--- src/rtl/guess_filter_pkg.sv ---
// Shared constants for the guess filter: letter codes, game status encodings,
// scan codes and the PS/2 prefix state type.
package guess_filter_pkg;

  localparam logic [4:0] LTR_ENTER = 5'd26;
  localparam logic [4:0] LTR_NONE  = 5'd31;

  localparam logic [1:0] GS_IDLE = 2'd0;
  localparam logic [1:0] GS_PLAY = 2'd1;
  localparam logic [1:0] GS_WON  = 2'd2;
  localparam logic [1:0] GS_LOST = 2'd3;

  localparam logic [7:0] SC_ENTER = 8'h5A;
  localparam logic [7:0] SC_ESC   = 8'h76;

  typedef enum logic [1:0] {PfxNorm, PfxExt, PfxBrk, PfxExtBrk} pfx_e;

endpackage

--- src/rtl/scancode_to_letter.sv ---
// Combinational set-2 scan-code decoder: A..Z -> 0..25, Enter -> 26, else 31.
module scancode_to_letter
  import guess_filter_pkg::*;
(
  input  logic [7:0] code,
  output logic [4:0] letter
);

  always_comb begin
    letter = LTR_NONE;
    case (code)
      8'h1C: letter = 5'd0;
      8'h32: letter = 5'd1;
      8'h21: letter = 5'd2;
      8'h23: letter = 5'd3;
      8'h24: letter = 5'd4;
      8'h2B: letter = 5'd5;
      8'h34: letter = 5'd6;
      8'h33: letter = 5'd7;
      8'h43: letter = 5'd8;
      8'h3B: letter = 5'd9;
      8'h42: letter = 5'd10;
      8'h4B: letter = 5'd11;
      8'h3A: letter = 5'd12;
      8'h31: letter = 5'd13;
      8'h44: letter = 5'd14;
      8'h4D: letter = 5'd15;
      8'h15: letter = 5'd16;
      8'h2D: letter = 5'd17;
      8'h1B: letter = 5'd18;
      8'h2C: letter = 5'd19;
      8'h3C: letter = 5'd20;
      8'h2A: letter = 5'd21;
      8'h1D: letter = 5'd22;
      8'h22: letter = 5'd23;
      8'h35: letter = 5'd24;
      8'h1A: letter = 5'd25;
      SC_ENTER: letter = LTR_ENTER;
      default: letter = LTR_NONE;
    endcase
  end

endmodule

--- src/rtl/guess_filter.sv ---
// PS/2 byte stream -> scored letter guesses and game status.
// Optional GUESS_FILTER_ABORT_EN: Esc during play forces LOST.
module guess_filter
  import guess_filter_pkg::*;
#(
  parameter int unsigned MAX_WRONG  = 6,
  parameter logic [7:0]  BREAK_CODE = 8'hF0,
  parameter logic [7:0]  EXT_CODE   = 8'hE0
) (
  input  logic        clk,
  input  logic        resetn,
  input  logic        key_valid,
  input  logic [7:0]  key_code,
  input  logic [25:0] mask,
  output logic        guess_valid,
  output logic [4:0]  guess_letter,
  output logic        hit_pulse,
  output logic        miss_pulse,
  output logic        repeat_pulse,
  output logic        start_game,
  output logic [25:0] guessed,
  output logic [3:0]  wrong_count,
  output logic [1:0]  game_status
);

  localparam logic [3:0] MaxWrong = 4'(MAX_WRONG);

  pfx_e        state_q;
  logic [7:0]  held_q;
  logic [4:0]  letter;
  logic        fresh, brk_ev, is_letter, already, in_mask;
  logic [25:0] ltr_bit, guessed_post;
  logic [3:0]  wrong_post;

  scancode_to_letter u_dec (
    .code   (key_code),
    .letter (letter)
  );

  always_comb begin
    // A fresh make is a non-prefix byte in NORM that is not the key already held down.
    fresh        = key_valid && (state_q == PfxNorm) && (key_code != EXT_CODE) &&
                   (key_code != BREAK_CODE) && (key_code != held_q);
    brk_ev       = key_valid && (state_q == PfxBrk);
    is_letter    = letter < LTR_ENTER;
    ltr_bit      = is_letter ? (26'd1 << letter) : 26'd0;
    already      = |(guessed & ltr_bit);
    in_mask      = |(mask & ltr_bit);
    guessed_post = guessed | ltr_bit;
    wrong_post   = wrong_count;
    if (!in_mask && (wrong_count < MaxWrong)) wrong_post = wrong_count + 4'd1;
  end

  always_ff @(posedge clk or negedge resetn) begin
    if (!resetn) begin
      state_q      <= PfxNorm;
      held_q       <= 8'h00;
      guess_valid  <= 1'b0;
      guess_letter <= 5'd0;
      hit_pulse    <= 1'b0;
      miss_pulse   <= 1'b0;
      repeat_pulse <= 1'b0;
      start_game   <= 1'b0;
      guessed      <= 26'd0;
      wrong_count  <= 4'd0;
      game_status  <= GS_IDLE;
    end else begin
      guess_valid  <= 1'b0;
      hit_pulse    <= 1'b0;
      miss_pulse   <= 1'b0;
      repeat_pulse <= 1'b0;
      start_game   <= 1'b0;

      if (key_valid) begin
        case (state_q)
          PfxNorm: begin
            if (key_code == EXT_CODE)        state_q <= PfxExt;
            else if (key_code == BREAK_CODE) state_q <= PfxBrk;
          end
          PfxExt:  state_q <= (key_code == BREAK_CODE) ? PfxExtBrk : PfxNorm;
          default: state_q <= PfxNorm;
        endcase
      end

      if (brk_ev && (key_code == held_q)) held_q <= 8'h00;

      if (fresh) begin
        held_q <= key_code;
        if (is_letter && (game_status == GS_PLAY)) begin
          guess_valid  <= 1'b1;
          guess_letter <= letter;
          if (already) begin
            repeat_pulse <= 1'b1;
          end else begin
            guessed     <= guessed_post;
            wrong_count <= wrong_post;
            hit_pulse   <= in_mask;
            miss_pulse  <= !in_mask;
            if (wrong_post == MaxWrong)          game_status <= GS_LOST;
            else if ((mask & ~guessed_post) == 0) game_status <= GS_WON;
          end
        end else if ((letter == LTR_ENTER) && (game_status != GS_PLAY)) begin
          guessed     <= 26'd0;
          wrong_count <= 4'd0;
          game_status <= GS_PLAY;
          start_game  <= 1'b1;
        end
`ifdef GUESS_FILTER_ABORT_EN
        else if ((key_code == SC_ESC) && (game_status == GS_PLAY)) begin
          game_status <= GS_LOST;
        end
`endif
      end
    end
  end

endmodule

--- config.mk ---
export PLATFORM = sky130hd
export DESIGN_NAME = guess_filter
export DESIGN_NICKNAME = d
export VERILOG_FILES = /design/src/rtl/guess_filter_pkg.sv /design/src/rtl/scancode_to_letter.sv /design/src/rtl/guess_filter.sv
export SDC_FILE = /design/constraint.sdc
export NUM_CORES = 1
export LEC_CHECK = 0
export ABC_AREA = 1
export BUFFER_PORTS_ARGS = -buffer_cell sky130_fd_sc_hd__clkbuf_2
export CAP_MARGIN = 5
export CORE_ASPECT_RATIO = 0.9
export CORE_MARGIN = 5
export CORE_UTILIZATION = 40
export DETAILED_ROUTE_END_ITERATION = 12
export MAX_ROUTING_LAYER = met4
export PLACE_DENSITY = 0.61
export RECOVER_POWER = 50
export SETUP_SLACK_MARGIN = 0.02
export SLEW_MARGIN = 30
export SYNTH_ARGS = -nofsm -noshare
export SYNTH_HDL_FRONTEND = slang
export SYNTH_SLANG_ARGS = --single-unit
--- constraint.sdc ---
create_clock -name clk -period 2 [get_ports clk]
set_clock_uncertainty 0.05 [all_clocks]
set_input_delay 0.4 -clock clk [delete_from_list [all_inputs] [get_ports clk]]
set_output_delay 0.4 -clock clk [all_outputs]
set_load 0.01 [all_outputs]
==> metrics.cfg, run 1 <==
[outcome]
status = complete, but fails checks
violations = negative setup slack

[route]
wl_um = 14100
vias = 4619
wl_per_cell_um = 16.0
avgViaCountPerCell = 5.25
ant_nets = 0
firstDrtPassIters = 5
dr.first_iter.drc_count = 393
drc_errors = 0

[synthesis]
yosys.area.top_type_share_pct = 33.1
ys_seq_area_share_pct = 33.1
synth_area_leaders = dfrtp_1 (33%), nand2_1 (13%), inv_1 (7.0%)
synthDistinctLibCells = 43
synthTopCellsByCount = nand2_1 (137), inv_1 (73), dfrtp_1 (52), nand3_1 (52), nor2_1 (43)
synth_xor_area_share_pct = 0.223
synth_fp_nets = 598
synth_enable_flop_cells = 0
syn_area_mm2 = 0.00393
synth_top_family_by_area = simple AND/OR/NAND/NOR gates
synth-compound-area-share_pct = 13.1
syn_inst = 553
yosysMostFrequentCell = nand2_1
synth.largest_area_cell = dfrtp_1
synth-main-ff-cell = dfrtp_1
yosysWarnings = 0
yosys.area_share.adder_pct = 2.55
synth_seq_cells = 52
synthMuxAreaShare_pct = 0
synthArstFlopShare_pct = 100
synth_simple_gate_area_share_pct = 40.7
synth_area_per_cell_um2 = 7.11

[die]
design.die.area_mm2 = 0.0119
die_w_um = 115
start_util_pct = 40.7
row_count = 34
die_h_um = 104
num_io_pins = 79
core-area_mm2 = 0.00966

[clock_network]
clock-sinks = 52
clk_latency_ns = 0.32
clockBufferDepth = 2
cts_root_buffer = clkbuf_8
cts_tree = yes
ctsHoldBuffers = 0
clkSlewWorstSetupHoldPaths_ns = 0.10
h-tree-depth = 2
numCtsBuffers = 5

[grt]
grt_pass1_vias = 4414
grt_pass1_wl_um = 21600
grt_max_degree = 32
antenna_found_initial = 0
grt_usage_pct = 22.9
globalRoute.totalOverflow = 0

[power]
ir_worst_vdd_v = 0.000643
powerDensity_mw_per_mm2 = 802
power.leakage_nw = 3.01

[final_layout]
syn_to_final_growth_pct = 54.7
nets = 799
regArea_mm2 = 0.00130
diodes = 0
fillCellCount = 844
multi_input_area_mm2 = 0.00262
drive_gt1_share_pct = 46.0
final_area_mm2 = 0.00608
post_layout_nonfiller_instances = 880

[sta]
fmax_mhz = 328
min_period_over_period_pct = 152
setup_viol = 50
hold_ws_ns = 0.292
rsz0062_at_grt = yes
worstMarginPinSlew_ns = 1.31
min_period_ns = 3.05
hold_viol = 0
finalMaxSlewViolations = 0
slew_headroom_pct = 12.8
setup_slack_ns = -1.05

[worst_setup_path]
path_class = input pin to register
cp.arrival_ns = 3.22
startpoint_type = input pin
critPathLaunch = key_code[1]
max_stage_delay_ns = 0.24
crit_slowest_cell = ha_4
cp_top_family = simple AND/OR/NAND/NOR gates
critPathBufInv = 6
endpoint_kind = register
timing.rr.start = held_q[6]
path_common_cell = nand2_1
crit_required_ns = 2.17
cp_max_fo = 7

[place]
io_buffers = 78
place_inst = 844
globalplace.congestion = 0.975
place_area_mm2 = 0.00528
place_hpwl_um = 10600

[run]
drv_cap = 0

[worst_hold_path]
hold_path_class = input pin to async pin

layout by cell type, fill, tap and decap left out, drive strengths merged, types with 2 or more instances in the layout:
cell type	count
clkinvlp	3
o22ai	17
nor3	7
ha	8
nand3	61
clkinv	3
nand4	29
a31oi	2
dfrtp	52
a21oi	33
o21ai	14
nor2	56
nand2	155
or2	3
o2111a	2
clkbuf	86
buf	127
o211ai	3
inv	78
o21a	8
state kept, by name, indices dropped and copies added, names as in the netlist, 2 cells and up:
| signal | flops |
|---|---|
| wrong_count | 4 |
| guessed | 26 |
| state_q | 2 |
| held_q | 8 |
| guess_letter | 5 |
| game_status | 2 |
worst paths after layout:
| kind | cells after the start | end | slack [ns] |
|---|---|---|---|
| max | 28 | game_status[1] | -1.05 |
| min in group clk | 3 | state_q[1] | 0.33 |
| min reg2reg | 1 | guessed[17] | 0.48 |
| min | 1 | guessed[8] | 0.29 |
| max reg2reg | 12 | guessed[12] | -0.26 |
| max in group asynchronous | 2 | guess_letter[2] | 0.38 |
report_power, final:
group          internal [mW]  switching, mW  leakage [nW]
clock network          0.277          0.366        0.0473
logic                   1.09           1.40          2.35
registers               1.44          0.312         0.613
worst reg2reg max path: stages, from the launching register on:
cell	delay, ns
dfrtp_1	0.37
inv_1	0.07
nand2_1	0.06
nand4_1	0.12
or4_4	0.52
nand4_1	0.12
buf_4	0.13
nor2_1	0.05
and3_4	0.20
buf_6	0.11
buf_6	0.14
buf_12	0.15
a21oi_1	0.12
logic make-up after synthesis:
logic type                 count (synthesis)
and+or+nand+nor                          314
buffers and inverters                     96
AOI/OAI and AO/OA                         82
DFF                                       52
adders and majority gates                  8
xor gates and xnor gates                   1
per-layer routing:
layer / part of all wire, % / global-route usage [%] / vias up / wire [um]
met1: 46 / 32.3 / 2183 / 6460
li1: - / - / 2234 / -
met3: 7.2 / 4.25 / 26 / 1020
met2: 45 / 34.2 / 176 / 6390
met5: 0 / - / - / 0
met4: 1.7 / 5.09 / 0 / 244
what timing repair did:
action                                  in CTS  in global routing
resized for setup                           33                 81
cloned                                       0                  4
endpoints found under the setup margin      50                 52
pin swaps                                   12                 46
buffers inserted                            10                 16
layout make-up:
| cell class | instances | share of cell area (%) |
|---|---|---|
| clock inverters | 1 | 0.144 |
| flip-flops and latches | 52 | 21.4 |
| clock buffers | 6 | 1.36 |
| repair buffers | 207 | 25.8 |
| inverters | 82 | 5.51 |
| repair inverters | 1 | 0.123 |
| well taps | 126 | 2.59 |
| multi-input cells | 405 | 43.0 |
metrics by stage:
step | utilization (%) | power, mW | setup WS [ns] | TNS [ns]
5_1_grt | 63.0 | 5.24 | -1.25 | -42.99
3_5_place_dp | 54.7 | 3.89 | -1.36 | -53.65
6_report | 63.0 | 4.88 | -1.05 | -35.72
3_3_place_gp | 54.7 | 3.84 | -1.32 | -53.51
2_1_floorplan | - | 2.90 | -0.746 | -25.79
4_1_cts | 57.9 | 4.64 | -0.940 | -30.54
(Power assumes the default switching activity.)
==> run 2: changes to the inputs <==
--- a/config.mk
+++ b/config.mk
@@ -6,17 +6,18 @@
 export NUM_CORES = 1
 export LEC_CHECK = 0
 export ABC_AREA = 1
-export BUFFER_PORTS_ARGS = -buffer_cell sky130_fd_sc_hd__clkbuf_2
 export CAP_MARGIN = 5
 export CORE_ASPECT_RATIO = 0.9
 export CORE_MARGIN = 5
 export CORE_UTILIZATION = 40
 export DETAILED_ROUTE_END_ITERATION = 12
+export DONT_BUFFER_PORTS = 1
 export MAX_ROUTING_LAYER = met4
-export PLACE_DENSITY = 0.61
+export PLACE_DENSITY = 0.54
 export RECOVER_POWER = 50
 export SETUP_SLACK_MARGIN = 0.02
 export SLEW_MARGIN = 30
 export SYNTH_ARGS = -nofsm -noshare
 export SYNTH_HDL_FRONTEND = slang
+export SYNTH_HIERARCHICAL = 1
 export SYNTH_SLANG_ARGS = --single-unit
==> run 2 against run 1 <==
  * The run still ends with negative setup slack left
  * Synthesized cell count rose by 0.18%
  * Non-clock buffer count fell by 94
  * Cell count fell by 11%
  * Clock power rose by 21%
  * First-iteration DRC count fell by 30%
  * Total power fell by 3.5%
  * Combinational power fell by 16%
==> metrics.cfg, run 2 <==
[worst_setup_path]
crit_slowest_cell = nor3_4
critPathBufInv = 8  ; +2
cp_top_family = simple AND/OR/NAND/NOR gates
reg2regPathDepth = 12  ; unchanged
path_class = input pin to register
endpoint_kind = register
path_depth = 23  ; -18%
cp.arrival_ns = 2.80  ; -0.42 ns
cp_max_fo = 10  ; +3
max_stage_delay_ns = 0.26  ; +0.02 ns
startpoint_type = input pin
crit_required_ns = 2.20  ; +0.03 ns
crit_chain = inv_12 -> ha_4 -> nand2_2 -> nand2_2 -> nand2_2 -> inv_1 -> o21ai_1 -> nand2_1 -> buf_4 -> nand3_4 -> buf_6 -> inv_6 -> buf_12 -> nand3_4 -> nor2_4 -> a21oi_2 -> o211ai_1 -> nor3_4 -> nand3_4 -> inv_8 -> clkbuf_16 -> nand2_1 -> a21oi_1

[place]
place_inst = 743  ; -12%
io_buffers = 0  ; -100%
globalplace.congestion = 0.913  ; -6.4%
place_hpwl_um = 9650  ; -9.0%
place_ws_ns = -1.05  ; +0.310 ns

[grt]
globalRoute.totalOverflow = 0  ; unchanged
grt_max_degree = 53  ; +66%
grt_pass1_vias = 4081  ; -7.5%
antenna_found_initial = 0  ; unchanged
grt_usage_pct = 23.6  ; +0.68 points
grt_pass1_wl_um = 21200  ; -1.6%

[die]
core-area_mm2 = 0.00917  ; -5.1%
row_count = 33  ; -2.9%
die_w_um = 112  ; -1.8%
die_h_um = 102  ; -1.8%
num_io_pins = 79  ; unchanged
start_util_pct = 41.2  ; +0.46 points
design.die.area_mm2 = 0.0115  ; -3.6%

[route]
wl_per_cell_um = 17.3  ; +7.8%
dr.first_iter.drc_count = 275  ; -30%
ant_nets = 0  ; unchanged
vias = 4201  ; -9.0%
drc_errors = 0  ; unchanged
avgViaCountPerCell = 5.37  ; +2.3%
firstDrtPassIters = 5  ; unchanged
wl_um = 13500  ; -4.2%

[outcome]
violations = negative setup slack
status = complete, but fails checks

[synthesis]
yosys.area.top_type_share_pct = 34.5  ; +1.4 points
synth_simple_gate_area_share_pct = 34.6  ; -6.1 points
yosysWarnings = 6  ; +6
yosys.area_share.adder_pct = 2.98  ; +0.44 points
synthTopCellsByCount = nand2_1 (135), inv_1 (73), nor2_1 (57)
synth_fp_nets = 600  ; +0.33%
yosysMostFrequentCell = nand2_1
ys_seq_area_share_pct = 34.5  ; +1.4 points
synth-main-ff-cell = dfrtp_1
synth-compound-area-share_pct = 14.6  ; +1.4 points
syn_area_mm2 = 0.00377  ; -4.0%
synthDistinctLibCells = 35  ; -19%
syn_inst = 554  ; +0.18%
synth_area_per_cell_um2 = 6.81  ; -4.2%
synth_top_family_by_area = simple AND/OR/NAND/NOR gates
synthMuxAreaShare_pct = 0  ; unchanged
synth_seq_cells = 52  ; unchanged
synth.largest_area_cell = dfrtp_1
synth_area_leaders = dfrtp_1 (34%), nand2_1 (13%), nand3_1 (7.4%)
synth_enable_flop_cells = 0  ; unchanged
synthArstFlopShare_pct = 100  ; unchanged
synth_xor_area_share_pct = 1.39  ; +1.2 points

[sta]
fmax_mhz = 383  ; +17%
hold_viol = 0  ; unchanged
finalSetupTns_ns = -20.17  ; +15.55 ns
worstMarginPinSlew_ns = 1.21  ; -0.101 ns
hold_ws_ns = 0.188  ; -0.104 ns
slew_headroom_pct = 19.6  ; +6.7 points
min_period_over_period_pct = 130  ; -22 points
setup_slack_ns = -0.608  ; +0.441 ns
rsz0062_at_grt = yes
finalMaxSlewViolations = 0  ; unchanged
min_period_ns = 2.61  ; -0.441 ns
setup_viol = 41  ; -18%

[final_layout]
regMostFlops = guessed
drive_gt1_share_pct = 40.8  ; -5.3 points
mostFrequentLayoutCell = nand2_1
top_regs = guessed x26, held_q x8, guess_letter x5
largest_reg_flops = 26  ; unchanged
fillCellCount = 812  ; -3.8%
nets = 705  ; -12%
diodes = 0  ; unchanged
regArea_mm2 = 0.00130  ; unchanged
multi_input_area_mm2 = 0.00269  ; +2.6%
post_layout_nonfiller_instances = 782  ; -11%
mostFrequentLayoutCells = nand2_1 (107), buf_4 (83), inv_1 (64)
syn_to_final_growth_pct = 50.5

[clock_network]
clkSlewWorstSetupHoldPaths_ns = 0.10  ; about the same
h-tree-depth = 2  ; unchanged
numCtsBuffers = 5  ; unchanged
clk_latency_ns = 0.32  ; about the same
clock-sinks = 52  ; unchanged
cts_root_buffer = clkbuf_8
clockBufferDepth = 2  ; unchanged
cts_tree = yes

[power]
powerDensity_mw_per_mm2 = 829  ; +3.4%
ir_worst_vdd_v = 0.000594  ; -7.6%
power.leakage_nw = 2.63  ; -13%
power_mw = 4.71  ; -3.5%

[worst_hold_path]
hold_path_class = input pin to register
hold_depth = 2

[run]
drv_cap = 0  ; unchanged

[run 2: path summary, 6_finish.rpt]
path / start / to / slack [ns]
worst max register to register: held_q[0] / game_status[1] / 0.06
max in group asynchronous: resetn / guessed[8] / 0.33
worst min register to register: held_q[7] / held_q[7] / 0.50
worst max-delay path: key_code[1] / guessed[11] / -0.61
worst min-delay path: key_code[6] / held_q[6] / 0.19
min in group asynchronous: resetn / guessed[5] / 0.83
[run 2: stage by stage]
stage | cell area, um2 | utilization [%]
global route | 5680 | 62.0
finish | 5680 | 62.0
global placement | 4650 | 50.7
floorplan | 3950 | -
detailed placement | 4650 | 50.7
CTS | 5190 | 56.6
[run 2: worst register-to-register path, stage by stage, from the launching register on]
cell and delay, ns:
dfrtp_1 0.39, inv_1 0.09, nor2_1 0.06, nor3_1 0.21, nand4_1 0.15, buf_4 0.17, nand2_2 0.10, nor2_4 0.06
nand3_4 0.14, buf_12 0.12, nand2_8 0.06, a21oi_1 0.17, a21oi_2 0.07
[run 2: layout make-up]
cell class | count | share of cell area (%)
multi-input cells | 403 | 47.3
well taps | 122 | 2.69
repair inverters | 1 | 0.132
clock inverters | 2 | 0.683
flip-flops and latches | 52 | 22.9
clock buffers | 6 | 1.28
repair buffers | 113 | 18.6
inverters | 83 | 6.43
[run 2: cell families (layout without fill, tap and decap cells)]
family          count (synthesis)  count (layout)
buf+inv                       100             205
simple gates                  292             293
xor+xnor                        6               6
flops                          52              52
fa+ha+maj                       9               9
compound gates                 95              95
[run 2: power by group]
part	switching (mW)	internal (mW)	leakage, nW
Sequential	0.423	1.43	0.621
Clock	0.395	0.379	0.0558
Combinational	1.14	0.951	1.96
[run 2: layer usage]
metal,track usage [%],wire [um],up-vias
li1,-,-,2032
met1,32.1,6170,1979
met2,36.3,5990,169
met3,5.92,1170,21
met4,4.16,189,0
met5,-,0,-
[run 2: what timing repair did]
| action | CTS | global route |
|---|---|---|
| cloned | 3 | 4 |
| hold buffers | 2 | 0 |
| gates resized for setup | 77 | 80 |
| pin swaps | 17 | 35 |
| setup endpoints to repair | 42 | 50 |
| buffers inserted | 5 | 17 |
| endpoints found under the hold margin | 52 | 0 |
==> run 3: changes to the inputs <==
--- a/config.mk
+++ b/config.mk
@@ -16,6 +16,7 @@
 export PLACE_DENSITY = 0.54
 export RECOVER_POWER = 50
 export SETUP_SLACK_MARGIN = 0.02
+export SKIP_CTS_REPAIR_TIMING = 1
 export SLEW_MARGIN = 30
 export SYNTH_ARGS = -nofsm -noshare
 export SYNTH_HDL_FRONTEND = slang
==> constraint.sdc (replaced) <==
create_clock -name clk -period 2 [get_ports clk]
set_clock_uncertainty 0.05 [all_clocks]
set_input_delay 0.3 -clock clk [delete_from_list [all_inputs] [get_ports clk]]
set_output_delay 0.3 -clock clk [all_outputs]
set_load 0.01 [all_outputs]
==> run 3 against run 2 <==
  * The flow still finishes with violations (negative setup slack)
  * Sequential cell count stayed put
  * Sequential power hardly changed
  * Die area stayed put
  * Via count is 2.2% lower
  * Highest routed layer unchanged
  * Largest power group unchanged
  * Combinational power is 11% lower
==> metrics.cfg, run 3 (synthesized netlist as in run 2, its figures left out) <==
[sta]
setup_viol = 40  ; -2.4%
finalMaxSlewViolations = 0  ; unchanged
slew_headroom_pct = 12.2  ; -7.4 points
min_period_ns = 2.53  ; -0.0797 ns
worstMarginPinSlew_ns = 1.32  ; +0.111 ns
hold_ws_ns = 0.0818  ; -0.106 ns
fmax_mhz = 395  ; +3.1%
finalSetupTns_ns = -13.60  ; +6.57 ns
min_period_over_period_pct = 126  ; -4.0 points
setup_slack_ns = -0.529  ; +0.0797 ns
hold_viol = 0  ; unchanged
rsz0062_at_grt = yes

[worst_setup_path]
crit_required_ns = 2.20  ; about the same
reg2regPathDepth = 9  ; -3
rrSetupSlack_ns = 0.12  ; +0.06 ns
path_class = input pin to register
endpoint = game_status[1]
rr_endpoint = guessed[17]
critPathLaunch = key_code[1]
cp.arrival_ns = 2.73  ; -0.07 ns
timing.rr.start = held_q[1]
cp_max_fo = 9  ; -1
startpoint_type = input pin
endpoint_kind = register

[clock_network]
clock-sinks = 52  ; unchanged
clk_latency_ns = 0.33  ; about the same
numCtsBuffers = 5  ; unchanged
cts_tree = yes
clkSlewWorstSetupHoldPaths_ns = 0.10  ; about the same
cts_root_buffer = clkbuf_8
h-tree-depth = 2  ; unchanged
clockBufferDepth = 2  ; unchanged

[power]
power.leakage_nw = 2.48  ; -5.8%
powerDensity_mw_per_mm2 = 852  ; +2.8%
ir_worst_vdd_v = 0.000552  ; -7.2%

[grt]
antenna_found_initial = 0  ; unchanged
grt_pass1_wl_um = 19800  ; -6.8%
grt_pass1_vias = 3834  ; -6.1%
globalRoute.totalOverflow = 0  ; unchanged
grt_usage_pct = 22.2  ; -1.4 points
grt_max_degree = 53  ; unchanged

[route]
ant_nets = 0  ; unchanged
avgViaCountPerCell = 5.34  ; -0.67%
wl_um = 12700  ; -6.0%
dr.first_iter.drc_count = 289  ; +5.1%
drc_errors = 0  ; unchanged
firstDrtPassIters = 4  ; -1
vias = 4109  ; -2.2%
wl_per_cell_um = 16.5  ; -4.5%

[final_layout]
mostFrequentLayoutCell = nand2_1
drive_gt1_share_pct = 33.3  ; -7.4 points
final_util_pct = 57.3  ; -4.7 points
syn_to_final_growth_pct = 39.0
largest_reg_flops = 26  ; unchanged
diodes = 0  ; unchanged
top_regs = guessed x26, held_q x8, guess_letter x5
mostFrequentLayoutCells = nand2_1 (110), buf_4 (85), inv_1 (66)
nets = 693  ; -1.7%
regMostFlops = guessed
fillCellCount = 870  ; +7.1%
final_area_mm2 = 0.00525  ; -7.6%

[outcome]
status = complete, but fails checks
violations = negative setup slack

[die]
start_util_pct = 41.2  ; unchanged
core-area_mm2 = 0.00917  ; unchanged
num_io_pins = 79  ; unchanged
row_count = 33  ; unchanged
die_h_um = 102  ; unchanged
design.die.area_mm2 = 0.0115  ; unchanged
die_w_um = 112  ; unchanged

[place]
place_hpwl_um = 9520  ; -1.4%
globalplace.congestion = 0.924  ; +1.2%
io_buffers = 0  ; unchanged
place_area_mm2 = 0.00465  ; about the same

[run]
drv_cap = 0  ; unchanged

[worst_hold_path]
hold_path_class = input pin to register

[run 3: changes by cell type in the layout (fill, tap and decap cells not counted), moves of 3 or more]
cell / previous run / this run
a21oi_1: 18 / 33
a21oi_2: 23 / 8
nand2_1: 107 / 110
nand3_2: 13 / 6
nand3_1: 39 / 45
buf_12: 7 / 4
buf_6: 16 / 7
o21ai_0: 6 / 11
o21ai_1: 10 / 7
o22ai_1: 8 / 15
o22ai_2: 8 / 2
[run 3: how the worst min path moves through the flow]
stage / start / to / slack [ns] / cells after the start
finish: key_code[7] / held_q[7] / 0.08 / 2
global route: key_code[7] / held_q[7] / 0.08 / 2
CTS: resetn / repeat_pulse / -0.40 / 0
floorplan: resetn / game_status[0] / -0.05 / 0
global placement: resetn / guess_letter[2] / -0.04 / 0
detailed placement: resetn / guess_letter[0] / -0.04 / 0
[run 3: stage by stage]
stage | worst slack (ns) | cells | power, mW
final | -0.529 | 770 | 4.47
after global routing | -0.683 | 770 | 4.82
after CTS | -0.615 | 754 | 4.30
after detailed placement | -0.958 | 746 | 3.51
after global placement | -0.990 | 746 | 3.48
after floorplan | -0.478 | 554 | 2.88
[run 3: report_power, final]
group / total, mW / switching [mW] / internal (mW)
logic: 1.86 / 1.03 / 0.825
registers: 1.84 / 0.410 / 1.43
clock network: 0.778 / 0.399 / 0.379
total: 4.47 / 1.84 / 2.63
[run 3: per-layer routing]
metal  up-vias  wire [um]  track usage [%]
li1       2005          -                -
met1      1927       5830             32.3
met2       170       5630             31.9
met3         7       1160             4.97
met4         0         89             4.16
met5         -          0                -
[run 3: cell type report]
class	instances	area, um2	area share, %
Multi-Input combinational cell	404	2480	47.2
Sequential cell	52	1300	24.8
Timing Repair Buffer	100	832	15.9
Inverter	83	364	6.94
Tap cell	122	153	2.91
Clock buffer	6	72.6	1.38
Clock inverter	2	38.8	0.739
Timing Repair inverter	1	7.51	0.143
[run 3: worst max-delay path: stages]
cell,delay (ns)
inv_12,0.04
ha_4,0.16
nand2_2,0.05
nand2_2,0.08
nand2_2,0.07
inv_1,0.05
o21ai_1,0.06
nand2_1,0.10
nand2_1,0.08
nand2_2,0.09
nand2_4,0.08
buf_6,0.14
nand3_4,0.06
nor2_4,0.05
buf_6,0.12
nand3_2,0.04
nand2_1,0.05
nor2_1,0.09
nand2_1,0.09
nor2_4,0.21
nand3_2,0.13
nand2_1,0.11
nand2_2,0.06
nor2_1,0.10
nand2_1,0.06
nand2_1,0.05
nand2_1,0.05
a21oi_1,0.13
